===== src/rtl/display_arbiter_if.sv =====
// rtl/display_arbiter_if.sv - source/handshake and digit bus between charger logic, arbiter and display driver
interface display_arbiter_if;
    logic [15:0] bal_val;
    logic        msg_vld;
    logic [15:0] msg_val;
    logic        msg_ack;
    logic        err_set;
    logic [3:0]  err_code;
    logic [3:0]  D3;
    logic [3:0]  D2;
    logic [3:0]  D1;
    logic [3:0]  D0;
    logic [1:0]  mode;

    modport master (
        output bal_val, msg_vld, msg_val, err_set, err_code,
        input  msg_ack, D3, D2, D1, D0, mode
    );

    modport slave (
        input  bal_val, msg_vld, msg_val, err_set, err_code,
        output msg_ack, D3, D2, D1, D0, mode
    );
endinterface


===== src/rtl/display_arbiter.sv =====
// rtl/display_arbiter.sv - chooses balance, held message or error pattern for the 4-digit display
// Optional macro DISP_BLINK_EN: blink the error pattern with BLINK_HALF-cycle half-periods.
module display_arbiter #(
    parameter int         HOLD_CYCLES = 1000,
    parameter int         BLINK_HALF  = 250,
    parameter logic [3:0] BLANK       = 4'hF,
    parameter logic [3:0] ERR_GLYPH   = 4'hE
) (
    input  logic              CLK,
    input  logic              rst,
    display_arbiter_if.slave  bus
);
    localparam int            HW        = $clog2(HOLD_CYCLES + 1);
    localparam logic [HW-1:0] HOLD_LOAD = HW'(HOLD_CYCLES - 1);

    typedef enum logic [1:0] {
        IDLE = 2'd0,
        MSG  = 2'd1,
        ERR  = 2'd2
    } state_t;

    state_t        state, state_n;
    logic [15:0]   msg_q, msg_n;
    logic [15:0]   d_q, d_n;
    logic [HW-1:0] hold_q, hold_n;
    logic          ack_q, ack_n;
    logic          blink_vis_n;

    // Leading zeros become blank down to D1; a non-BCD code counts as significant.
    function automatic logic [15:0] suppress(input logic [15:0] v);
        logic [15:0] r;
        logic        lead;
        r    = v;
        lead = 1'b1;
        for (int i = 3; i >= 1; i--) begin
            if (lead && v[i*4 +: 4] == 4'd0) begin
                r[i*4 +: 4] = BLANK;
            end else begin
                lead = 1'b0;
            end
        end
        return r;
    endfunction

`ifdef DISP_BLINK_EN
    localparam int            BW         = $clog2(BLINK_HALF + 1);
    localparam logic [BW-1:0] BLINK_LOAD = BW'(BLINK_HALF - 1);

    logic [BW-1:0] blink_q, blink_n;
    logic          vis_q;

    always_comb begin
        blink_n     = '0;
        blink_vis_n = 1'b1;
        if (state_n == ERR) begin
            if (state != ERR) begin
                blink_n     = BLINK_LOAD;
                blink_vis_n = 1'b1;
            end else if (blink_q == '0) begin
                blink_n     = BLINK_LOAD;
                blink_vis_n = ~vis_q;
            end else begin
                blink_n     = blink_q - BW'(1);
                blink_vis_n = vis_q;
            end
        end
    end

    always_ff @(posedge CLK or negedge rst) begin
        if (!rst) begin
            blink_q <= '0;
            vis_q   <= 1'b1;
        end else begin
            blink_q <= blink_n;
            vis_q   <= blink_vis_n;
        end
    end
`else
    assign blink_vis_n = 1'b1;
`endif

    always_comb begin
        state_n = state;
        msg_n   = msg_q;
        hold_n  = hold_q;
        ack_n   = 1'b0;
        case (state)
            IDLE: begin
                if (bus.err_set) begin
                    state_n = ERR;
                end else if (bus.msg_vld) begin
                    msg_n   = bus.msg_val;
                    ack_n   = 1'b1;
                    hold_n  = HOLD_LOAD;
                    state_n = MSG;
                end
            end
            MSG: begin
                if (bus.err_set) begin
                    msg_n   = '0;
                    hold_n  = '0;
                    state_n = ERR;
                end else if (bus.msg_vld) begin
                    msg_n  = bus.msg_val;
                    ack_n  = 1'b1;
                    hold_n = HOLD_LOAD;
                end else if (hold_q == '0) begin
                    state_n = IDLE;
                end else begin
                    hold_n = hold_q - HW'(1);
                end
            end
            ERR: begin
                if (!bus.err_set) begin
                    state_n = IDLE;
                end
            end
            default: begin
                state_n = IDLE;
            end
        endcase
    end

    always_comb begin
        d_n = {4{BLANK}};
        case (state_n)
            IDLE:    d_n = suppress(bus.bal_val);
            MSG:     d_n = msg_n;
            ERR:     d_n = blink_vis_n ? {ERR_GLYPH, BLANK, BLANK, bus.err_code} : {4{BLANK}};
            default: d_n = {4{BLANK}};
        endcase
    end

    always_ff @(posedge CLK or negedge rst) begin
        if (!rst) begin
            state  <= IDLE;
            msg_q  <= '0;
            hold_q <= '0;
            ack_q  <= 1'b0;
            d_q    <= {4{BLANK}};
        end else begin
            state  <= state_n;
            msg_q  <= msg_n;
            hold_q <= hold_n;
            ack_q  <= ack_n;
            d_q    <= d_n;
        end
    end

    assign bus.D3      = d_q[15:12];
    assign bus.D2      = d_q[11:8];
    assign bus.D1      = d_q[7:4];
    assign bus.D0      = d_q[3:0];
    assign bus.mode    = state;
    assign bus.msg_ack = ack_q;
endmodule


===== src/flat_wrapper.sv =====
// flat-port wrapper written by rule: the top's interface ports become plain ports
module display_arbiter_flat 
#(
    parameter int         HOLD_CYCLES = 1000,
    parameter int         BLINK_HALF  = 250,
    parameter logic [3:0] BLANK       = 4'hF,
    parameter logic [3:0] ERR_GLYPH   = 4'hE
)
  (CLK, rst, bus_bal_val, bus_msg_vld, bus_msg_val, bus_err_set, bus_err_code, bus_msg_ack, bus_D3, bus_D2, bus_D1, bus_D0, bus_mode);
  display_arbiter_if bus_i ();
  input  logic CLK;
  input  logic rst;
  input wire logic [$bits(bus_i.bal_val)-1:0] bus_bal_val;
  input wire logic [$bits(bus_i.msg_vld)-1:0] bus_msg_vld;
  input wire logic [$bits(bus_i.msg_val)-1:0] bus_msg_val;
  input wire logic [$bits(bus_i.err_set)-1:0] bus_err_set;
  input wire logic [$bits(bus_i.err_code)-1:0] bus_err_code;
  output wire logic [$bits(bus_i.msg_ack)-1:0] bus_msg_ack;
  output wire logic [$bits(bus_i.D3)-1:0] bus_D3;
  output wire logic [$bits(bus_i.D2)-1:0] bus_D2;
  output wire logic [$bits(bus_i.D1)-1:0] bus_D1;
  output wire logic [$bits(bus_i.D0)-1:0] bus_D0;
  output wire logic [$bits(bus_i.mode)-1:0] bus_mode;
  assign bus_i.bal_val = bus_bal_val;
  assign bus_i.msg_vld = bus_msg_vld;
  assign bus_i.msg_val = bus_msg_val;
  assign bus_i.err_set = bus_err_set;
  assign bus_i.err_code = bus_err_code;
  assign bus_msg_ack = bus_i.msg_ack;
  assign bus_D3 = bus_i.D3;
  assign bus_D2 = bus_i.D2;
  assign bus_D1 = bus_i.D1;
  assign bus_D0 = bus_i.D0;
  assign bus_mode = bus_i.mode;
  display_arbiter #(.HOLD_CYCLES(HOLD_CYCLES), .BLINK_HALF(BLINK_HALF), .BLANK(BLANK), .ERR_GLYPH(ERR_GLYPH)) u_core (.CLK(CLK), .rst(rst), .bus(bus_i));
endmodule

===== config.mk =====
export PLATFORM = sky130hd
export DESIGN_NAME = display_arbiter_flat
export DESIGN_NICKNAME = d
export VERILOG_FILES = /design/src/rtl/display_arbiter_if.sv /design/src/rtl/display_arbiter.sv /design/src/flat_wrapper.sv
export SDC_FILE = /design/constraint.sdc
export NUM_CORES = 1
export LEC_CHECK = 0
export ABC_AREA = 1
export BUFFER_PORTS_ARGS = -buffer_cell sky130_fd_sc_hd__buf_2
export CORE_MARGIN = 2
export CORE_UTILIZATION = 35
export DETAILED_ROUTE_END_ITERATION = 8
export PLACE_DENSITY_LB_ADDON = 0.08
export RECOVER_POWER = 100
export SYNTH_ARGS = -nofsm -noshare
export SYNTH_HDL_FRONTEND = slang
export SYNTH_SLANG_ARGS = --single-unit
export TNS_END_PERCENT = 30

===== constraint.sdc =====
create_clock -name CLK -period 2.7 [get_ports CLK]
set_clock_uncertainty 0.2 [all_clocks]
set_input_delay 0.135 -clock CLK [delete_from_list [all_inputs] [get_ports CLK]]
set_output_delay 0.135 -clock CLK [all_outputs]
set_load 0.01 [all_outputs]

Word-level counts from Yosys, hierarchy flattened
Index checks and enable logic that the tools add are counted.
{"block": "totals", "register_bits": 45, "elab_cells": 52}
{"block": "classes", "n_addsub": 1, "eq_ne": 7, "n_mux": 28, "n_reduce_logical": 11}
{"cell": "$mux 10", "count": 5}
{"cell": "$mux 16", "count": 3}
{"cell": "$pmux 16 s3", "count": 1}
{"cell": "$pmux 16 s2", "count": 1}
{"cell": "$pmux 10 s2", "count": 1}
{"cell": "$logic_not 4->1", "count": 3}
{"cell": "$mux 2", "count": 6}
{"cell": "$mux 4", "count": 3}
{"cell": "$logic_not 10->1", "count": 1}
{"cell": "$sub 10x1->10 const B", "count": 1}
{"cell": "$mux 1", "count": 7}
{"cell": "$pmux 2 s3", "count": 1}
{"cell": "$eq 2x1->1 const B", "count": 2}
{"cell": "$eq 2x2->1 const B", "count": 2}
{"cell": "$logic_not 2->1", "count": 2}
{"cell": "$ne 2x2->1 const B", "count": 2}
{"cell": "$ne 4x4->1 const B", "count": 1}
{"cell": "$reduce_and 4->1", "count": 1}
{"cell": "$logic_and 1x1->1", "count": 2}
{"cell": "$reduce_bool 2->1", "count": 1}
{"cell": "$reduce_or 2->1", "count": 1}

Longest topological paths before layout
{"block": "logic_depth", "depth_word": 13, "ltp_mapped": 11, "depth_no_buf": 11}

Worst setup path after synthesis
No wires, ideal clock.
{"block": "synth_path", "path_type": "register -> register", "start": "register u_core.hold_q[0]", "end": "register u_core.d_q[0]", "setup_ns": 0.083, "arrival_time_ns": 1.415, "slack_ns": 1.002, "path_stages_with_launch": 11, "synth_period_minus_slack_ns": 1.698, "cell_sequence": "dfrtp_1 -> inv_1 -> ha_1 -> nand3_1 -> nor2_1 -> nand2_1 -> nand2_1 -> nand2_1 -> buf_2 -> nand2_1 -> nand3_1"}
{"block": "synth_via", "elab_chain_len": 7, "word_cells_on_any_way": 9, "cone_classes": "eq/ne (2); mux (5); reduce/logical (2)"}
{"element": "from (decl)", "line_no": "display_arbiter.sv:25", "source": "logic [HW-1:0] hold_q, hold_n;"}
{"element": "from (signal assigned)", "line_no": "display_arbiter.sv:144", "source": "hold_q <= hold_n;"}
{"element": "$logic_not 10->1 (*)", "line_no": "display_arbiter.sv:107", "source": "end else if (hold_q == '0) begin"}
{"element": "$mux 2 (*)", "line_no": "display_arbiter.sv:107"}
{"element": "$mux 2 (*)", "line_no": "display_arbiter.sv:103", "source": "end else if (bus.msg_vld) begin"}
{"element": "$mux 2 (*)", "line_no": "display_arbiter.sv:99", "source": "if (bus.err_set) begin"}
{"element": "$pmux 2 s3 (*)", "line_no": "display_arbiter.sv:87", "source": "case (state)"}
{"element": "via u_core.state_n[0]", "line_no": "display_arbiter.sv:22", "source": "state_t state, state_n;"}
{"element": "$eq 2x2->1 (tied with other cells)", "line_no": "display_arbiter.sv:126", "source": "case (state_n)"}
{"element": "$pmux 16 s3 (*)", "line_no": "display_arbiter.sv:126"}
{"element": "via u_core.d_n[0]", "line_no": "display_arbiter.sv:24", "source": "logic [15:0] d_q, d_n;"}
{"element": "to (signal assigned)", "line_no": "display_arbiter.sv:140", "source": "d_q <= {4{BLANK}};"}
{"element": "to (signal assigned)", "line_no": "display_arbiter.sv:146", "source": "d_q <= d_n;"}
{"element": "to (decl)", "line_no": "display_arbiter.sv:24"}
The timed path passes the listed nets; every way through them passes the cells marked *.
A chain may end at the register's enable or synchronous reset.

Worst setup path after layout
{"block": "layout_path", "start": "input bus_msg_vld", "end": "register u_core.d_q[1]"}
{"block": "layout_via", "elab_chain_len": 5, "word_cells_on_any_way": 13, "cone_classes": "eq/ne (2); mux (10); reduce/logical (1)"}
{"element": "from (decl)", "line_no": "flat_wrapper.sv:14", "source": "input wire logic [$bits(bus_i.msg_vld)-1:0] bus_msg_vld;"}
{"element": "$mux 2, on equally long branches", "line_no": "display_arbiter.sv:103, display_arbiter.sv:91"}
{"element": "$mux 2, on equally long branches", "line_no": "display_arbiter.sv:99, display_arbiter.sv:89"}
{"element": "$pmux 2 s3", "line_no": "display_arbiter.sv:87"}
{"element": "$eq 2x2->1 (tied with other cells)", "line_no": "display_arbiter.sv:126"}
{"element": "$pmux 16 s3 (*)", "line_no": "display_arbiter.sv:126"}
{"element": "via u_core.d_n[1]", "line_no": "display_arbiter.sv:24"}
Marks and branches as above.

==> impl_metrics.ini <==
[run_status]
status = finished clean

[timing]
tns_ns = 0
tightest_slew_ns = 1.04
period_needed_ns = 2.43
slew_viol_final = 0
worst_slack_ns = 0.266
max_slew_margin_pct = 30.4
max_freq_ghz = 0.411
grt_setup_unrepaired = no
hold_violations = 0
fin_crit_sh_pct = 90.1
setup_viol = 0

[floorplan]
rows = 28
initial_core_util_pct = 36.7
ios = 59
die-area_um2 = 6960
core-area_um2 = 6030
fp.dieW_um = 83.5
die_y_um = 83.5

[placed_design]
dp.cells = 419
place_hpwl_um = 4050
place_congestion = 0.806
dp_worst_setup_slack_ns = 0.540
port_buffers = 58

[synthesis]
synth_xor_area_share_pct = 0
yosys.area_share.simple_pct = 32.4
synth-seq-cells = 45
syn_inst = 288
synth.area.mux_share_pct = 0
seq_area_frac_synth_pct = 51.9
synthesis.area_um2 = 2210
synth.distinct_cells = 23
yosys_warnings = 0
yosys.area_share.adder_pct = 0.566
synth-compound-area-share_pct = 7.42
synth_top_family_by_area = simple AND/OR/NAND/NOR gates
syn_avg_cell_area_um2 = 7.67
syn-num-nets = 329

[setup_path]
cp.required_ns = 2.75
critPathArrivalTime_ns = 2.48
cp_max_fo = 13
cp.buffers_inverters = 4
critPathKind = in -> reg
cpMaxStageDelayCell = dlygate4sd3_1
critPathCaptureType = flop
slowest_delay_ns = 0.55
critPathTopFamily = buffers and inverters
start_kind = primary input
path_cells = dlygate4sd3_1 > clkbuf_1 > inv_2 > nor3_4 > nand2_2 > nand2_1 > nand2_1 > nand3_1 > dlygate4sd3_1

[grt]
grt_pass1_wl_um = 9950
globalRouteMet1Util_pct = 21.5
grtUsageMet3_pct = 3.76
grtUsageTotal_pct = 17.6
grt_util_met2_pct = 30.7
first_global_vias = 2180
top_usage_layer = met2
grt.overflow.total = 0
grt_max_degree = 43
antenna_found_initial = 0

[power]
ir_drop_v = 0.000251
finalPower_uw = 1670
leakagePower_uw = 0.00156
seq_power_share_pct = 48.4
cell_internal_pwr_uw = 1190
power.switching_uw = 480
switching_share_pct = 28.6
combPwrFrac_pct = 19.1
power_density_nw_per_um2 = 544
clkPwrFrac_pct = 32.4

[clocking]
cts_tree = built
ctsHtreeMaxLevel = 2
cts_resized = 0
clkTransAtPathRegs_ns = 0.10
clock_sink_count = 45
clockRootBuffer = clkbuf_8
cts_buffers = 5
clockBufferDepth = 2
clk_latency_ns = 0.31

[drt]
drtIter0Drc = 40
final_antenna_net_count = 0
drc = 0
num_vias = 2173
wl_per_cell_um = 12.6
firstDrtPassIters = 4
wl_um = 5900
vias_per_cell = 4.62

[final_layout]
final_cells = 470
drive_above_1_share_pct = 19.7
antenna_cells = 0
syn_to_final_growth_pct = 39.2
fin_nets = 435
utilization_pct = 51.0
fillers = 622

[min_path]
worstHoldPathType = reg -> reg

[run]
drv_cap = 0
-- per-layer routing --
metal  wire (um)  up-vias
met3         223       10
met2        2970       38
met4          97        0
li1            -     1114
met5           0        -
met1        2610     1011
-- Yosys cell counts --
master | number | share of area, %
clkbuf_1 | 1 | 0.17
o21ai_1 | 8 | 1.8
nand3_1 | 26 | 5.9
clkinv_2 | 1 | 0.23
nand2_1 | 103 | 17
a21oi_2 | 4 | 1.6
dfstp_2 | 16 | 19
buf_4 | 2 | 0.68
o21ai_0 | 5 | 1.1
buf_6 | 1 | 0.51
buf_2 | 3 | 0.68
ha_1 | 1 | 0.57
o21ai_2 | 1 | 0.40
inv_2 | 5 | 0.85
nor2_1 | 33 | 5.6
nand2_2 | 2 | 0.57
inv_1 | 27 | 4.6
nor2_2 | 2 | 0.57
nor3_1 | 2 | 0.45
nand4_1 | 4 | 1.1
nor3_4 | 1 | 0.74
dfrtp_1 | 29 | 33
a21oi_1 | 11 | 2.5
-- layout make-up --
| type | count | area, um2 | share of cell area, % |
|---|---|---|---|
| clock buffers | 5 | 68.8 | 2.24 |
| clock inverters | 3 | 47.5 | 1.55 |
| inverters | 33 | 125 | 4.07 |
| multi-input cells | 203 | 880 | 28.6 |
| flip-flops and latches | 45 | 1150 | 37.3 |
| well taps | 75 | 93.8 | 3.05 |
| repair buffers | 106 | 714 | 23.2 |
-- final timing paths --
check                                  from  cells after the start               end  slack, ns
min in group asynchronous               rst                      2  u_core.hold_q[7]       0.34
min                        u_core.msg_q[13]                      2  u_core.msg_q[13]       0.28
max in group asynchronous               rst                      3    u_core.d_q[10]       1.21
max reg2reg                u_core.hold_q[0]                     10     u_core.d_q[1]       0.30
max                             bus_msg_vld                      9     u_core.d_q[1]       0.27
min reg2reg                u_core.msg_q[13]                      2  u_core.msg_q[13]       0.28
-- power groups by stage --
stage / combinational [uW] / clock (uW) / sequential [uW]
after floorplan: 158 / 0 / 836
after CTS: 338 / 560 / 813
after detailed placement: 292 / 0 / 824
final: 320 / 543 / 811
after global placement: 291 / 0 / 824
after global routing: 365 / 588 / 820
-- registers in the layout, summed over array words and instances (netlist names) --
name / flops
u_core.d_q: 16
u_core.msg_q: 16
u_core.hold_q: 10
u_core.bus.mode: 2
u_core.bus.msg_ack: 1
-- placed cells by master, fill, tap and decap left out, types with 3 or more instances in the layout --
master,n
dfrtp_1,29
nand2_1,104
clkbuf_1,23
dlygate4sd3_1,40
nand4_1,4
clkbuf_8,5
inv_1,28
nor2_1,33
o21ai_0,12
nand3_1,26
dfstp_2,16
buf_4,3
a21oi_1,14
buf_2,37
inv_2,4
-- worst min-delay path: cells and delay by family (launching register included) --
kind	cells	cell delay, ns
and+or+nand+nor	2	0.12
DFF	1	0.33
-- logic make-up after synthesis --
| family | Yosys count |
|---|---|
| simple gates | 173 |
| buf+inv | 40 |
| fa+ha+maj | 1 |
| compound gates | 29 |
| flops | 45 |
-- metrics by stage --
stage | hold WS, ns | area, um2
after floorplan | -0.361 | 2210
after CTS | 0.284 | 3100
after detailed placement | 0.148 | 2590
after global placement | 0.146 | 2590
after global routing | 0.295 | 3080
final | 0.279 | 3080
-- repair_timing --
action,in CTS,in global routing
hold endpoints to repair,63,0
setup buffers,0,3
endpoints found under the setup margin,0,1
hold buffers,40,0
No activity file was read; power rests on OpenSTA's default activity.
